<file path="src/rtl/snake_pkg.sv">
// snake_pkg: direction encoding and helpers shared by the snake control blocks.
package snake_pkg;
    localparam int DIR_W = 3;
    typedef logic [DIR_W-1:0] dir_t;
    localparam dir_t DIR_UP    = 3'd1;
    localparam dir_t DIR_DOWN  = 3'd2;
    localparam dir_t DIR_LEFT  = 3'd3;
    localparam dir_t DIR_RIGHT = 3'd4;
    function automatic dir_t dir_opposite(input dir_t d);
        return d == DIR_UP ? DIR_DOWN : d == DIR_DOWN ? DIR_UP : d == DIR_LEFT ? DIR_RIGHT : DIR_LEFT;
    endfunction
endpackage

</file>
<file path="src/rtl/step_timer.sv">
// step_timer: counts run-enabled cycles and flags the cycle where the period wraps.
module step_timer #(
    parameter int DIV = 3000000
) (
    input  logic clk,
    input  logic reset_n,
    input  logic run,
    input  logic clr,
    output logic tick_o
);
    localparam int CW = $clog2(DIV);
    logic [CW-1:0] cnt_q, cnt_d;
    logic wrap;
    always_comb begin
        wrap = run && !clr && cnt_q == CW'(DIV - 1);
        cnt_d = clr ? '0 : !run ? cnt_q : wrap ? '0 : cnt_q + CW'(1);
        tick_o = wrap;
    end
    always_ff @(posedge clk or negedge reset_n)
        if (!reset_n) cnt_q <= '0;
        else cnt_q <= cnt_d;
endmodule

</file>
<file path="src/rtl/dir_cmd_queue.sv">
// dir_cmd_queue: queues legal button-press direction commands and pops one per snake step.
module dir_cmd_queue
    import snake_pkg::*;
#(
    parameter int DEPTH    = 4,
    parameter int STEP_DIV = 3000000
) (
    input  logic                     clk,
    input  logic                     reset_n,
    input  logic [3:0]               btn_level,
    input  logic                     run,
    input  logic                     flush,
    output logic                     step_o,
    output logic [DIR_W-1:0]         dir_o,
    output logic [$clog2(DEPTH):0]   q_count,
    output logic                     overflow
);
    localparam int PW = $clog2(DEPTH);
    localparam int CW = PW + 1;
    localparam logic [CW-1:0] FULL = CW'(DEPTH);
    dir_t mem_q [0:DEPTH-1];
    logic [PW-1:0] head_q, tail_q;
    logic [CW-1:0] cnt_q, cnt_d;
    dir_t dir_q, dir_d, cand, ref_dir;
    logic [3:0] prev_q, rise;
    logic step_q, ovf_q, ovf_d, tick, legal, pop, push;

    step_timer #(.DIV(STEP_DIV)) u_timer (
        .clk(clk), .reset_n(reset_n), .run(run), .clr(flush), .tick_o(tick)
    );

    // New presses are judged against the newest queued command, not the current heading.
    always_comb begin
        rise = btn_level & ~prev_q;
        cand = rise[0] ? DIR_UP : rise[1] ? DIR_DOWN : rise[2] ? DIR_LEFT : DIR_RIGHT;
        ref_dir = cnt_q != '0 ? mem_q[tail_q - PW'(1)] : dir_q;
        legal = run && !flush && |rise && cand != ref_dir && cand != dir_opposite(ref_dir);
        pop = tick && cnt_q != '0;
        push = legal && (cnt_q != FULL || pop);
        cnt_d = flush ? '0 : cnt_q + CW'(push) - CW'(pop);
        dir_d = flush ? DIR_RIGHT : pop ? mem_q[head_q] : dir_q;
        ovf_d = !flush && (ovf_q || (legal && !push));
    end

    always_ff @(posedge clk or negedge reset_n)
        if (!reset_n) begin
            prev_q <= '0;
            head_q <= '0;
            tail_q <= '0;
            cnt_q <= '0;
            dir_q <= DIR_RIGHT;
            step_q <= 1'b0;
            ovf_q <= 1'b0;
        end else begin
            prev_q <= btn_level;
            head_q <= flush ? '0 : head_q + PW'(pop);
            tail_q <= flush ? '0 : tail_q + PW'(push);
            cnt_q <= cnt_d;
            dir_q <= dir_d;
            step_q <= tick;
            ovf_q <= ovf_d;
        end

    always_ff @(posedge clk)
        if (push) mem_q[tail_q] <= cand;

    assign step_o = step_q;
    assign dir_o = dir_q;
    assign q_count = cnt_q;
    assign overflow = ovf_q;
endmodule

</file>
<file path="config.mk">
export PLATFORM = sky130hd
export DESIGN_NAME = dir_cmd_queue
export DESIGN_NICKNAME = d
export VERILOG_FILES = /design/src/rtl/snake_pkg.sv /design/src/rtl/step_timer.sv /design/src/rtl/dir_cmd_queue.sv
export SDC_FILE = /design/constraint.sdc
export NUM_CORES = 1
export LEC_CHECK = 0
export CORE_MARGIN = 2
export CORE_UTILIZATION = 32
export CTS_CLUSTER_SIZE = 14
export DETAILED_ROUTE_END_ITERATION = 16
export GPL_ROUTABILITY_DRIVEN = 1
export SLEW_MARGIN = 10
export SYNTH_ARGS = -nofsm -noshare
export SYNTH_HDL_FRONTEND = slang
export SYNTH_SLANG_ARGS = --single-unit
</file>
<file path="constraint.sdc">
create_clock -name clk -period 4.6 [get_ports clk]
set_input_delay 0.92 -clock clk [delete_from_list [all_inputs] [get_ports clk]]
set_output_delay 0.92 -clock clk [all_outputs]
set_load 0.1 [all_outputs]
</file>
Yosys cells after proc, flatten, opt, wreduce, memory -nomap -nowiden
Memory sizes are Yosys's and may differ from the RTL's.
Cells that the tools add are included.
{"block": "classes", "n_addsub": 6, "eq_ne": 7, "n_lt_le_gt_ge": 0, "n_reduce_logical": 17, "n_shift": 0, "mul": 0, "mux": 17, "bitwise": 2, "div_mod_pow": 0}
{"cell": "22-bit 2-to-1 mux", "count": 3}
{"cell": "3-bit 2-to-1 mux", "count": 10}
{"cell": "22-bit by 1-bit adder with 22-bit output, second input constant", "count": 1}
{"cell": "22-bit equality test, second input constant", "count": 1}
{"cell": "1-bit logical AND", "count": 9}
{"cell": "3-bit by 2-bit equality test with 1-bit output, second input constant", "count": 2}
{"cell": "3-bit inequality test", "count": 2}
{"cell": "2-bit by 1-bit adder with 2-bit output", "count": 2}
{"cell": "4-bit bitwise AND", "count": 1}
{"cell": "2-bit 2-to-1 mux", "count": 2}
{"cell": "4-bit NOT", "count": 1}
{"cell": "2-bit nonzero test", "count": 2}
{"cell": "4-bit OR reduction", "count": 1}
{"cell": "3-bit by 1-bit adder with 3-bit output", "count": 1}
{"cell": "3-bit by 1-bit equality test with 1-bit output, second input constant", "count": 1}
{"cell": "3-bit inequality test, second input constant", "count": 1}
{"cell": "3-bit nonzero test", "count": 1}
{"cell": "3-bit by 1-bit subtractor with 3-bit output", "count": 1}
{"cell": "1-bit logical NOT", "count": 2}
{"cell": "1-bit logical OR", "count": 2}
{"cell": "1-bit 2-to-1 mux", "count": 2}
{"cell": "2-bit by 1-bit subtractor with 2-bit output, second input constant", "count": 1}
{"block": "word_totals", "rom_bits": 0, "elab_cells": 58, "output_inout_bits": 8, "ramBits": 12, "input_bits": 8, "mem_count": 1, "latch_bits": 0, "reg_bits": 38}
{"memory": "mem_q", "depth": 4, "word_bits": 3, "read_ports": 2, "rd_ports_with_merged_regs": 0, "write_ports": 1, "line": "dir_cmd_queue.sv:21", "source": "dir_t mem_q [0:DEPTH-1];"}

Logic depth before layout (Yosys ltp)
An unclocked memory read counts as a cell.
{"block": "depth", "ltp_word": 14, "depth_mapped": 16, "ltp_nobuf": 15}

Modules after synthesis
A second synthesis with hierarchy kept.
{"block": "hier_totals", "cells_unflattened": 250, "hier_area_um2": 2738.9}
{"mod": "dir_cmd_queue", "cells_each": 106, "n_inst": 1, "seq_area_each_um2": 762.0, "area_per_inst_um2": 1452.6}
{"mod": "step_timer", "cells_each": 144, "n_inst": 1, "seq_area_each_um2": 550.5, "area_per_inst_um2": 1286.2}

Least setup slack after synthesis
Ideal clock, no wire load.
{"block": "synth_timing", "path_kind": "register to register", "startpoint": "register cnt_q[1], in the netlist q_count[1]", "endpoint": "register cnt_q[2], in the netlist q_count[2]", "stages_incl_launch_ff": 14, "synth_period_minus_slack_ps": 3510, "t_arrival_ps": 3379, "setup_ps": 131, "t_required_ps": 4469, "path_slack_ps": 1090, "n_path_buf": 0, "path_cell_list": "dfrtp_1 nor3_4 mux2i_2 xor2_1 o311a_1 o2bb2ai_2 nand2b_1 ha_1 inv_1 ha_1 inv_1 fa_1 xnor2_1 nor2_1"}
{"block": "synth_via", "elab_chain_len": 12, "word_cells_on_any_way": 19, "cone_classes": "add/sub (2); eq/ne (6); mux (5); reduce/logical (6)"}
{"element": "start, declared", "line": "dir_cmd_queue.sv:23", "source": "logic [CW-1:0] cnt_q, cnt_d;"}
{"element": "start signal, assigned", "line": "dir_cmd_queue.sv:58", "source": "cnt_q <= cnt_d;"}
{"element": "3-bit nonzero test", "line": "dir_cmd_queue.sv:36, dir_cmd_queue.sv:38"}
{"element": "3-bit 2-to-1 mux", "line": "dir_cmd_queue.sv:36", "source": "ref_dir = cnt_q != '0 ? mem_q[tail_q - PW'(1)] : dir_q;"}
{"element": "3-bit by 2-bit equality test with 1-bit output", "line": "snake_pkg.sv:10", "source": "return d == DIR_UP ? DIR_DOWN : d == DIR_DOWN ? DIR_UP : d == DIR_LEFT ? DIR_RIGHT : DIR_LEFT;"}
{"element": "3-bit 2-to-1 mux (3 in a row)", "line": "snake_pkg.sv:10"}
{"element": "3-bit inequality test", "line": "dir_cmd_queue.sv:37", "source": "legal = run && !flush && |rise && cand != ref_dir && cand != dir_opposite(ref_dir);"}
{"element": "1-bit logical AND", "line": "dir_cmd_queue.sv:37"}
{"element": "1-bit logical AND", "line": "dir_cmd_queue.sv:39", "source": "push = legal && (cnt_q != FULL || pop);"}
{"element": "3-bit by 1-bit adder with 3-bit output", "line": "dir_cmd_queue.sv:40", "source": "cnt_d = flush ? '0 : cnt_q + CW'(push) - CW'(pop);"}
{"element": "3-bit by 1-bit subtractor with 3-bit output *", "line": "dir_cmd_queue.sv:40"}
{"element": "3-bit 2-to-1 mux *", "line": "dir_cmd_queue.sv:40"}
{"element": "named net cnt_d[2]", "line": "dir_cmd_queue.sv:23"}
The timed path passes the listed nets; every way through them passes the cells marked *.
A chain may end at the register's enable or synchronous reset.

Final worst setup path
{"block": "layout_timing", "startpoint": "register tail_q[0]", "endpoint": "register cnt_q[2], in the netlist q_count[2]"}
{"block": "layout_via", "elab_chain_len": 13, "word_cells_on_any_way": 17, "cone_classes": "add/sub (3); eq/ne (5); mux (5); reduce/logical (3); memory (1)"}
{"element": "start, declared", "line": "dir_cmd_queue.sv:22", "source": "logic [PW-1:0] head_q, tail_q;"}
{"element": "start signal, assigned", "line": "dir_cmd_queue.sv:57", "source": "tail_q <= flush ? '0 : tail_q + PW'(push);"}
{"element": "2-bit by 1-bit subtractor with 2-bit output *", "line": "dir_cmd_queue.sv:36"}
{"element": "memory read 4 x 3 bit *"}
{"element": "3-bit 2-to-1 mux *", "line": "dir_cmd_queue.sv:36"}
{"element": "3-bit by 2-bit equality test with 1-bit output", "line": "snake_pkg.sv:10"}
{"element": "3-bit 2-to-1 mux (3 in a row)", "line": "snake_pkg.sv:10"}
{"element": "3-bit inequality test", "line": "dir_cmd_queue.sv:37"}
{"element": "1-bit logical AND *", "line": "dir_cmd_queue.sv:37"}
{"element": "1-bit logical AND *", "line": "dir_cmd_queue.sv:39"}
{"element": "3-bit by 1-bit adder with 3-bit output *", "line": "dir_cmd_queue.sv:40"}
{"element": "3-bit by 1-bit subtractor with 3-bit output *", "line": "dir_cmd_queue.sv:40"}
{"element": "3-bit 2-to-1 mux *", "line": "dir_cmd_queue.sv:40"}
{"element": "named net cnt_d[2]", "line": "dir_cmd_queue.sv:23"}
Marks and branches as above.

==> summary.md <==
| Metric | Value |
|---|---|
| GRT Residual Overflow | `0` |
| RSZ-0062 raised after global routing | `false` |
| Vias in the first global route | `approximately 2,100` |
| CTS tree | `yes` |
| Max Cap Viol | `0` |
| Ys Warns | `0` |
| TritonRoute pass-1 iters | `4` |
| Min cycle time layout | `3.98 ns` |
| Placed cells | `about 370` |
| Via count | `approximately 2,000` |
| Util after Layout | `between 30% and 40%` |
| Setup Skew | `0.00554 ns` |
| Cell variety after synth | `48` |
| Most used DFF post-synth | `dfrtp_1` |
| Std cell rows | `33` |
| Critical Path AT | `~4.2 ns` |
| Period Utilization, post-route | `between 80% and 90%` |
| Slew HR | `a little over a third` |
| Beginning of the worst hold path | `u_timer.cnt_q[15]` |
| Die X | `between 90 and 100 um` |
| Clk Latency, worst-skew pair | `0.31 ns` |
| Fillers | `a little over 800` |
| CTS H-Tree Depth | `2` |
| Pin count of the biggest net entering global routing | `39` |
| DRT Wirelength | `5890 um` |
| Crit path max-delay family | `adder cells` |
| Post-DP HPWL | `roughly 4300 um` |
| Clk buf depth | `2` |
| Syn Area/Cell | `approximately 11 sq um` |
| Register bit count reported by yosys | `50` |
| Post-synth EDFFs | `12` |
| Drt wl/cell | `around 15 um` |
| Final ANT Viol Nets | `0` |
| Fin Setup TNS | `0 ns` |
| CP Launch Type | `flop` |
| Buffers on Ports | `15` |
| Sequential share of the synthesized area | `between 40% and 50%` |
| Initial core utilization | `between 30% and 40%` |
| Post-CTS Setup Bufs | `0` |
| PostCTS Resize Cnt | `0` |
| GR Util All Layers | `approximately 13%` |
| Critical path's slowest cell | `dfrtp_1` |
| Ports | `16` |
| Asr flop ratio synth | `between 70% and 80%` |
| Worst path cell trace | `inv_1, ha_1, mux4_2, mux2i_2, xor2_1, o311a_1, o2bb2ai_2, nand2b_1, ha_1, inv_1, ha_1, inv_1, fa_1, xnor2_1, nor2_1` |
| Final setup violation count | `0` |
| Clk slew on worst S/H paths | `0.09 ns` |
| Initial drt markers | `between 80 and 90` |
| Antenna cells | `0` |
| Worst Setup SP | `tail_q[0]` |
| Worst min-delay path category | `reg -> reg` |
| Routability cong. | `around 0.85` |
| Max Clk Rate | `~250 MHz` |
| Hold WS | `0.499 ns` |
| Crit path kind | `reg -> reg` |
| Synthesized area | `0.00275 sq mm` |
| Root buf cell | `clkbuf_8` |
| Worst slew pin tran | `roughly 0.97 ns` |
| Most numerous cell in the Yosys netlist | `dfrtp_1` |
| Syn nets | `roughly 280` |
| Max IR drop VDD | `0.000141 V` |
| Final non-filler cell total | `roughly 380` |
| DRC Markers | `0` |
| Hold buffers post-CTS | `0` |
| FF+latch area | `around 0.0013 sq mm` |
| Max FO, Critical Path | `8` |
| Pins over their slew limit | `0` |
| Fin nets | `approximately 300` |
| Core box area | `around 0.0083 sq mm` |
| LEAKAGE | `1.22 nW` |
| Clk sink count | `50` |
| Top cells by count, synth | `dfrtp_1 (37), nand2_1 (24), nor2_1 (22), o21ai_1 (22), edfxtp_1 (12)` |
| P&R area growth vs syn | `13.1%` |
| Die Ht | `96.8 um` |
| TritonCTS buffer count | `5` |
| Power Density | `between 200 and 300 mW/mm^2` |
| Largest area contributor in the netlist | `dfrtp_1` |
| Synth top area share | `33.6%` |
| Final Hold Viols | `0` |
| Synth area leaders | `dfrtp_1 (34%), edfxtp_1 (13%), mux4_2 (4.9%)` |
| Gate Count Post-Synth | `between 200 and 300` |
| Die area | `about 0.0094 sq mm` |
| Drt via density | `~5.3` |
| Worst Path Required | `4.80 ns` |
| Critical Path End Type | `flop` |
| Delay of the slowest cell on the worst path | `slightly below 0.6 ns` |
| Initial antenna violation count | `0` |
| Reg-to-Reg Start | `tail_q[0]` |
| Area occupied by multi-input gates | `between 0.001 and 0.0015 sq mm` |
| Status | `complete, no violations` |
| Bufs and invs on worst path | `3` |
| Share of cells above drive strength 1 | `10.1%` |
| Global-route wire length before repair | `between 10,000 and 15,000 um` |
layer usage:
layer  part of all wire [%]  track usage (%)  vias up
met5                      0                0        -
met4                    1.2             5.31        0
met3                    2.4             2.31        6
met2                     50             21.8       30
met1                     46             17.8     1004
li1                       -                -      986
report_power, final:
group	total, mW	internal (mW)	switching (mW)
clock	0.274	0.121	0.153
combinational	0.128	0.0512	0.0772
sequential	0.477	0.465	0.0118
worst register-to-register path: cells and delay by family (launching register included):
kind,cells,cell delay [ns]
XOR/XNOR,2,0.29
multiplexers,2,0.66
AO/OA/AOI/OAI,2,0.64
adder cells (fa/ha/maj),4,1.25
flip-flops,1,0.58
buffers and inverters,3,0.27
AND/OR/NAND/NOR,2,0.21
layout make-up:
class                      count  share of cell area (%)
clock inverter                 2                   0.402
multi-input combinational    193                    44.1
timing repair buffer          19                    5.62
sequential                    50                    42.1
inverter                       7                   0.844
tap                          105                    4.22
clock buffer                   6                    2.65
final timing paths:
path	end	slack, ns	cells after the start
max in group asynchronous	dir_o[0]	3.34	1
hold / removal	u_timer.cnt_q[15]	0.50	1
min in group asynchronous	u_timer.cnt_q[13]	0.72	1
setup reg to reg	q_count[2]	0.62	15
hold reg to reg	u_timer.cnt_q[15]	0.50	1
setup / recovery	q_count[2]	0.62	15
layout by cell type (no fill, tap or decap), types with 6 or more instances in the layout:
master / synthesis / final
xnor2_1: 6 / 6
mux4_2: 6 / 6
o21ai_0: 6 / 6
dfrtp_1: 37 / 37
o21ai_1: 22 / 22
nor3b_1: 8 / 8
clkdlybuf4s50_1: 0 / 14
ha_1: 9 / 9
edfxtp_1: 12 / 12
nor2b_1: 9 / 9
inv_1: 7 / 7
nor2_1: 22 / 22
nand2_1: 24 / 24
clkbuf_8: 0 / 6
per-stage QoR:
stage               total power, mW  setup WS, ns  instance area (sq um)
CTS                           0.890         0.594                   3110
finish                        0.879         0.624                   3110
floorplan                     0.576          1.09                   2750
global route                  0.918         0.337                   3110
global placement              0.614         0.557                   3020
detailed placement            0.615         0.456                   3020
cells by family (layout without fill, tap and decap cells):
| logic type | Yosys count | after routing | synth area share [%] |
|---|---|---|---|
| AND/OR/NAND/NOR | 104 | 104 | 21.2 |
| flip-flops | 50 | 50 | 47.7 |
| buffers and inverters | 16 | 34 | 2.45 |
| AO/OA/AOI/OAI | 54 | 54 | 12.4 |
| XOR/XNOR | 11 | 11 | 3.50 |
| adder cells (fa/ha/maj) | 10 | 10 | 4.82 |
| multiplexers | 14 | 14 | 8.04 |
registers in the layout, summed over array words and instances (netlist names):
name / cells
dir_o: 3
head_q: 2
mem_q: 12
overflow: 1
prev_q: 4
q_count: 3
step_o: 1
tail_q: 2
u_timer.cnt_q: 22
(Power assumes the default switching activity.)
